File: config.mk
export PLATFORM = sky130hd
export DESIGN_NAME = keypad_debounce_ctrl
export DESIGN_NICKNAME = d
export VERILOG_FILES = /design/src/rtl/keypad_debounce_ctrl.sv
export SDC_FILE = /design/constraint.sdc
export NUM_CORES = 1
export LEC_CHECK = 0
export CAP_MARGIN = 20
export CORE_MARGIN = 5
export CORE_UTILIZATION = 34
export DETAILED_ROUTE_END_ITERATION = 10
export GPL_TIMING_DRIVEN = 1
export HOLD_SLACK_MARGIN = 0.02
export SLEW_MARGIN = 20
export SYNTH_ARGS = -nofsm -noshare
export SYNTH_HDL_FRONTEND = slang
export SYNTH_SLANG_ARGS = --single-unit
File: constraint.sdc
create_clock -name clk -period 2 [get_ports clk]
set_input_delay 0.2 -clock clk [delete_from_list [all_inputs] [get_ports clk]]
set_output_delay 0.2 -clock clk [all_outputs]
set_load 0.03 [all_outputs]
File: src/rtl/keypad_debounce_ctrl.sv
// Keypad debouncer: 2-flop sync, press/release debounce, one-entry valid/ready event register.
// Optional auto-repeat when KEY_DEBOUNCE_REPEAT_EN is defined; otherwise out_repeat is tied to 0.
module keypad_debounce_ctrl #(
    parameter int KEY_W         = 4,
    parameter int DEB_CYCLES    = 16,
    parameter int CNT_W         = $clog2(DEB_CYCLES),
    parameter int REPEAT_DELAY  = 64,
    parameter int REPEAT_PERIOD = 16
) (
    input  logic             clk,
    input  logic             rst,
    input  logic             key_press_in,
    input  logic [KEY_W-1:0] key_in,
    output logic             out_valid,
    input  logic             out_ready,
    output logic [KEY_W-1:0] out_key,
    output logic             out_repeat,
    output logic             key_held,
    output logic [KEY_W-1:0] held_key,
    input  logic             ovf_clr,
    output logic             ovf
);

    localparam logic [1:0] ST_IDLE       = 2'd0;
    localparam logic [1:0] ST_PRESS_WAIT = 2'd1;
    localparam logic [1:0] ST_HELD       = 2'd2;
    localparam logic [1:0] ST_REL_WAIT   = 2'd3;

    logic [1:0]       state;
    logic             press_s1;
    logic             s_press;
    logic [KEY_W-1:0] key_s1;
    logic [KEY_W-1:0] s_key;
    logic [KEY_W-1:0] cand;
    logic [CNT_W-1:0] cnt;
    logic             match;
    logic             cnt_done;
    logic             push_press;
    logic             push_rep;
    logic             push;

    always_ff @(posedge clk or posedge rst) begin
        if (rst) begin
            press_s1 <= 1'b0;
            s_press  <= 1'b0;
            key_s1   <= '0;
            s_key    <= '0;
        end else begin
            press_s1 <= key_press_in;
            s_press  <= press_s1;
            key_s1   <= key_in;
            s_key    <= key_s1;
        end
    end

    assign match      = s_press && (s_key == cand);
    assign cnt_done   = (cnt == CNT_W'(DEB_CYCLES - 1));
    assign push_press = (state == ST_PRESS_WAIT) && match && cnt_done;
    assign push       = push_press || push_rep;
    assign key_held   = (state == ST_HELD) || (state == ST_REL_WAIT);
    assign held_key   = key_held ? cand : '0;

    always_ff @(posedge clk or posedge rst) begin
        if (rst) begin
            state <= ST_IDLE;
            cand  <= '0;
            cnt   <= '0;
        end else begin
            case (state)
                ST_IDLE: begin
                    if (s_press) begin
                        cand  <= s_key;
                        cnt   <= '0;
                        state <= ST_PRESS_WAIT;
                    end
                end
                ST_PRESS_WAIT: begin
                    if (!s_press) begin
                        state <= ST_IDLE;
                    end else if (s_key != cand) begin
                        cand <= s_key;
                        cnt  <= '0;
                    end else if (cnt_done) begin
                        state <= ST_HELD;
                    end else begin
                        cnt <= cnt + 1'b1;
                    end
                end
                ST_HELD: begin
                    if (!match) begin
                        cnt   <= '0;
                        state <= ST_REL_WAIT;
                    end
                end
                ST_REL_WAIT: begin
                    // A different key here counts toward release, not as a new press.
                    if (match) begin
                        state <= ST_HELD;
                    end else if (cnt_done) begin
                        state <= ST_IDLE;
                    end else begin
                        cnt <= cnt + 1'b1;
                    end
                end
                default: state <= ST_IDLE;
            endcase
        end
    end

`ifdef KEY_DEBOUNCE_REPEAT_EN
    localparam int RMAX   = (REPEAT_DELAY > REPEAT_PERIOD) ? REPEAT_DELAY : REPEAT_PERIOD;
    localparam int RCNT_W = (RMAX > 2) ? $clog2(RMAX) : 1;

    logic [RCNT_W-1:0] rcnt;
    logic              rep_phase;
    logic              rep_hit;
    logic              rep_q;

    assign rep_hit    = rep_phase ? (rcnt == RCNT_W'(REPEAT_PERIOD - 1))
                                  : (rcnt == RCNT_W'(REPEAT_DELAY - 1));
    assign push_rep   = (state == ST_HELD) && match && rep_hit;
    assign out_repeat = rep_q;

    // rcnt only advances on matching HELD cycles, so it pauses across release bounces.
    always_ff @(posedge clk or posedge rst) begin
        if (rst) begin
            rcnt      <= '0;
            rep_phase <= 1'b0;
        end else if (push_press) begin
            rcnt      <= '0;
            rep_phase <= 1'b0;
        end else if ((state == ST_HELD) && match) begin
            if (rep_hit) begin
                rcnt      <= '0;
                rep_phase <= 1'b1;
            end else begin
                rcnt <= rcnt + 1'b1;
            end
        end
    end

    always_ff @(posedge clk or posedge rst) begin
        if (rst) begin
            rep_q <= 1'b0;
        end else if (push && (!out_valid || out_ready)) begin
            rep_q <= push_rep;
        end
    end
`else
    assign push_rep   = 1'b0;
    assign out_repeat = 1'b0;
`endif

    always_ff @(posedge clk or posedge rst) begin
        if (rst) begin
            out_valid <= 1'b0;
            out_key   <= '0;
        end else if (push && (!out_valid || out_ready)) begin
            out_valid <= 1'b1;
            out_key   <= cand;
        end else if (out_valid && out_ready) begin
            out_valid <= 1'b0;
        end
    end

    // A drop in the same cycle as ovf_clr leaves ovf set.
    always_ff @(posedge clk or posedge rst) begin
        if (rst) begin
            ovf <= 1'b0;
        end else if (push && out_valid && !out_ready) begin
            ovf <= 1'b1;
        end else if (ovf_clr) begin
            ovf <= 1'b0;
        end
    end

endmodule

==> metrics.csv, run 1 <==
metric,value,unit
status,completed,
total negative slack,0,ps
Initial Util,36.1,%
Clock Tree Root,clkbuf_4,
DR pass1 iterations,4,
Avg Inst Size Synth,11.5,sq um
Post-DP HPWL,1.58,mm
DR vias/cell,4.81,
GRT Residual Overflow,0,
Lkg Pwr,0.608,nW
die width,67.4,um
gr busiest metal,met2,
Worst setup SP type,register,
Compound-Gate Fraction of Synth Area,10.6,%
Iter 0 DRT Violations,19,
vias in the first global route,844,
"most common cell after layout, fill and taps aside",dfrtp_1,
"Seq/Total Area, Yosys",58.1,%
multi-input logic area,428,sq um
Hold Fails Final Rpt,0,
FF-to-FF End,cnt[0],
clock power share,24.6,%
combinational fraction of design power,8.9,%
Die Y,67.4,um
cell area after synthesis,1120,sq um
All-Layer GR Usage,10.8,%
post-synthesis xor/xnor area fraction,3.13,%
cell count after synthesis,97,
IO Count,21,
met1 usage,12.9,%
setup violators final,0,
ANT nets after route,0,
FF-to-FF Start,cnt[0],
Pwr Density,610,nW/um^2
beginning of the critical path,state[1],
Max-Cap Viols,0,
"Cell Chain, Critical Path",and2_1 -> clkdlybuf4s50_1,
R2R setup slack,230,ps
post-layout min period,1820,ps
core region area,3100,sq um
CP Data Arrival Time,1620,ps
Clock Tree Buf Depth,2,
CTS tree,done,
row count,20,
largest family of logic cells by synthesized area,simple AND/OR/NAND/NOR gates,
"Slowest-stage cell, CP",clkdlybuf4s50_1,
Vias,775,
Synthesis Warnings,0,
Num CTS Buffers,3,
setup slack after layout,181,ps
pre-CTS WS,238,ps
post-route clock skew,4.88,ps
Switching Fraction,22.7,%
"commonest cells after routing, fill and taps aside","dfrtp_1, clkdlybuf4s50_1, mux2_1",
Fmax,0.550,GHz
FF/Latch Area,652,sq um
Max Slew Vio Count,0,
DIE AREA,4540,sq um
M3 GR Usage,1.83,%
DRT Wirelength,2.05,mm
Max IR drop VDD,374,uV
Post-CTS Setup Bufs,0,
Fill cells,307,
RSZ-0062 raised after global routing,false,
mux contribution to synthesized area,8.94,%
Routability Congestion,0.736,
syn_nets,107,
Area Growth Syn to Fin,23.7,%
wire per inst,12.7,um
ratio of cells with drive above 1 in the final layout,9.40,%
period utilization,90.9,%
switching power,0.000192,W
Remaining DRCs,0,
GRT met2 Usage,19.0,%
Synth Area in Simple Gates,14.1,%
Worst-path clk slew,130,ps
Synth cell types,34,
H-tree level count,1,
largest net degree at the start of global routing,27,
Worst setup EP type,output pin,
Hold Path Class,in2async,
Critical Path Fanout Max,9,
Critical Path Max Stage Delay,670,ps
worst path required time,1800,ps
crit path to,held_key[1],
clock latency on the worst-skew pair,310,ps
R2R depth,6,
IO buf count,19,
Adder-Cell Fraction of Synth Area,1.12,%
Reg power frac,66.6,%
"flops & latches, synth",26,
initial antenna violation count,0,
nets,129,
n_diodes,0,
kind of critical path,reg2out,
clock sinks,26,
Int Pwr,0.000653,W
global-route wire length before repair,3.73,mm
critical path: cells and delay by family, from the launching register on:
kind | cells | cell delay (ps)
buf+inv | 1 | 670
flops | 1 | 480
simple gates | 1 | 160
power by group through the flow:
stage | combinational, W | sequential [W] | clock (W)
floorplan | 0.0000504 | 0.000569 | 0
global placement | 0.0000758 | 0.000573 | 0
detailed placement | 0.0000764 | 0.000574 | 0
CTS | 0.0000766 | 0.000563 | 0.000221
global route | 0.0000858 | 0.000567 | 0.000243
finish | 0.0000748 | 0.000562 | 0.000208
worst min path at each step:
stage	startpoint	to	slack, ps	depth (start not counted)
final	rst	out_key[1]	230	3
after global routing	rst	key_s1[1]	280	3
after CTS	rst	s_key[2]	230	3
after detailed placement	key_s1[1]	s_key[1]	340	0
after global placement	key_s1[1]	s_key[1]	330	0
after floorplan	key_in[0]	key_s1[0]	230	0
kinds of logic (layout without fill, tap and decap cells):
family                     Yosys count  after routing
AOI/OAI and AO/OA                   18             18
and+or+nand+nor                     28             28
DFF                                 26             26
buffers and inverters               10             30
other                                1              1
adders and majority gates            1              1
xor gates and xnor gates             4              4
muxes                                9              9
synthesized netlist by cell type:
| library cell | count | area [sq um] |
|---|---|---|
| dfrtp_1 | 26 | 651 |
| mux2_1 | 8 | 90.1 |
| a21oi_1 | 5 | 25.0 |
| inv_1 | 5 | 18.8 |
| nand2_1 | 5 | 18.8 |
| and2_1 | 4 | 25.0 |
| nand3_1 | 4 | 20.0 |
| nor2_1 | 4 | 15.0 |
| xnor2_1 | 4 | 35.0 |
| clkbuf_1 | 3 | 11.3 |
| nor3_1 | 3 | 15.0 |
| a211oi_1 | 2 | 15.0 |
| and3_1 | 2 | 12.5 |
| o21ai_1 | 2 | 10.0 |
| a221o_1 | 1 | 10.0 |
| a221oi_1 | 1 | 8.76 |
| a22o_1 | 1 | 8.76 |
| a22oi_1 | 1 | 7.51 |
| a31oi_1 | 1 | 6.26 |
| and4_4 | 1 | 11.3 |
| buf_4 | 1 | 7.51 |
| conb_1 | 1 | 3.75 |
| ha_1 | 1 | 12.5 |
| inv_2 | 1 | 3.75 |
| mux2i_1 | 1 | 10.0 |
| nand2_2 | 1 | 6.26 |
| nand2_4 | 1 | 11.3 |
| nand2b_1 | 1 | 6.26 |
| nand4_1 | 1 | 6.26 |
| nor3_2 | 1 | 10.0 |
| o21a_1 | 1 | 7.51 |
| o21ai_0 | 1 | 5.00 |
| o221ai_1 | 1 | 8.76 |
| o22ai_1 | 1 | 6.26 |
per-stage QoR:
step,instances,instance area (sq um),util (%),total power [W],hold WS [ps]
2_1_floorplan,97,1120,-,0.000619,231
3_3_place_gp,158,1360,43.9,0.000649,333
3_5_place_dp,158,1360,43.9,0.000650,336
4_1_cts,161,1380,44.6,0.000861,232
5_1_grt,161,1390,44.6,0.000895,278
6_report,161,1390,44.6,0.000845,230
timing repair:
item,4_1_cts,5_1_grt
gates resized for setup,0,1
endpoints found under the setup margin,0,1
hold buffers,0,0
state kept, by name (all words and copies together) (netlist names):
register   count
key_s1         4
out_valid      1
ovf            1
s_press        1
state          2
out_key        4
s_key          4
cnt            4
cand           4
press_s1       1
cell type report:
cell class                      instances  area share (%)
Sequential cell                        26            47.1
Tap cell                               44            3.97
Clock buffer                            3            1.63
Timing Repair Buffer                   21            14.8
Multi-Input combinational cell         61            30.9
Inverter                                6            1.63
per-layer routing:
metal | share of wire, % | routed length, um
met3 | 4.2 | 87
met4 | 0.44 | 9
met5 | 0 | 0
met1 | 44 | 908
met2 | 51 | 1040
Note: power is estimated with default switching activity, not from simulation.
==> inputs of run 2 (changes only) <==
SKIP_LAST_GASP = 1   (was default)
TNS_END_PERCENT = 1   (was default)
==> results of run 2 <==
Final layout, timing and power as in run 1 (identical DEF).
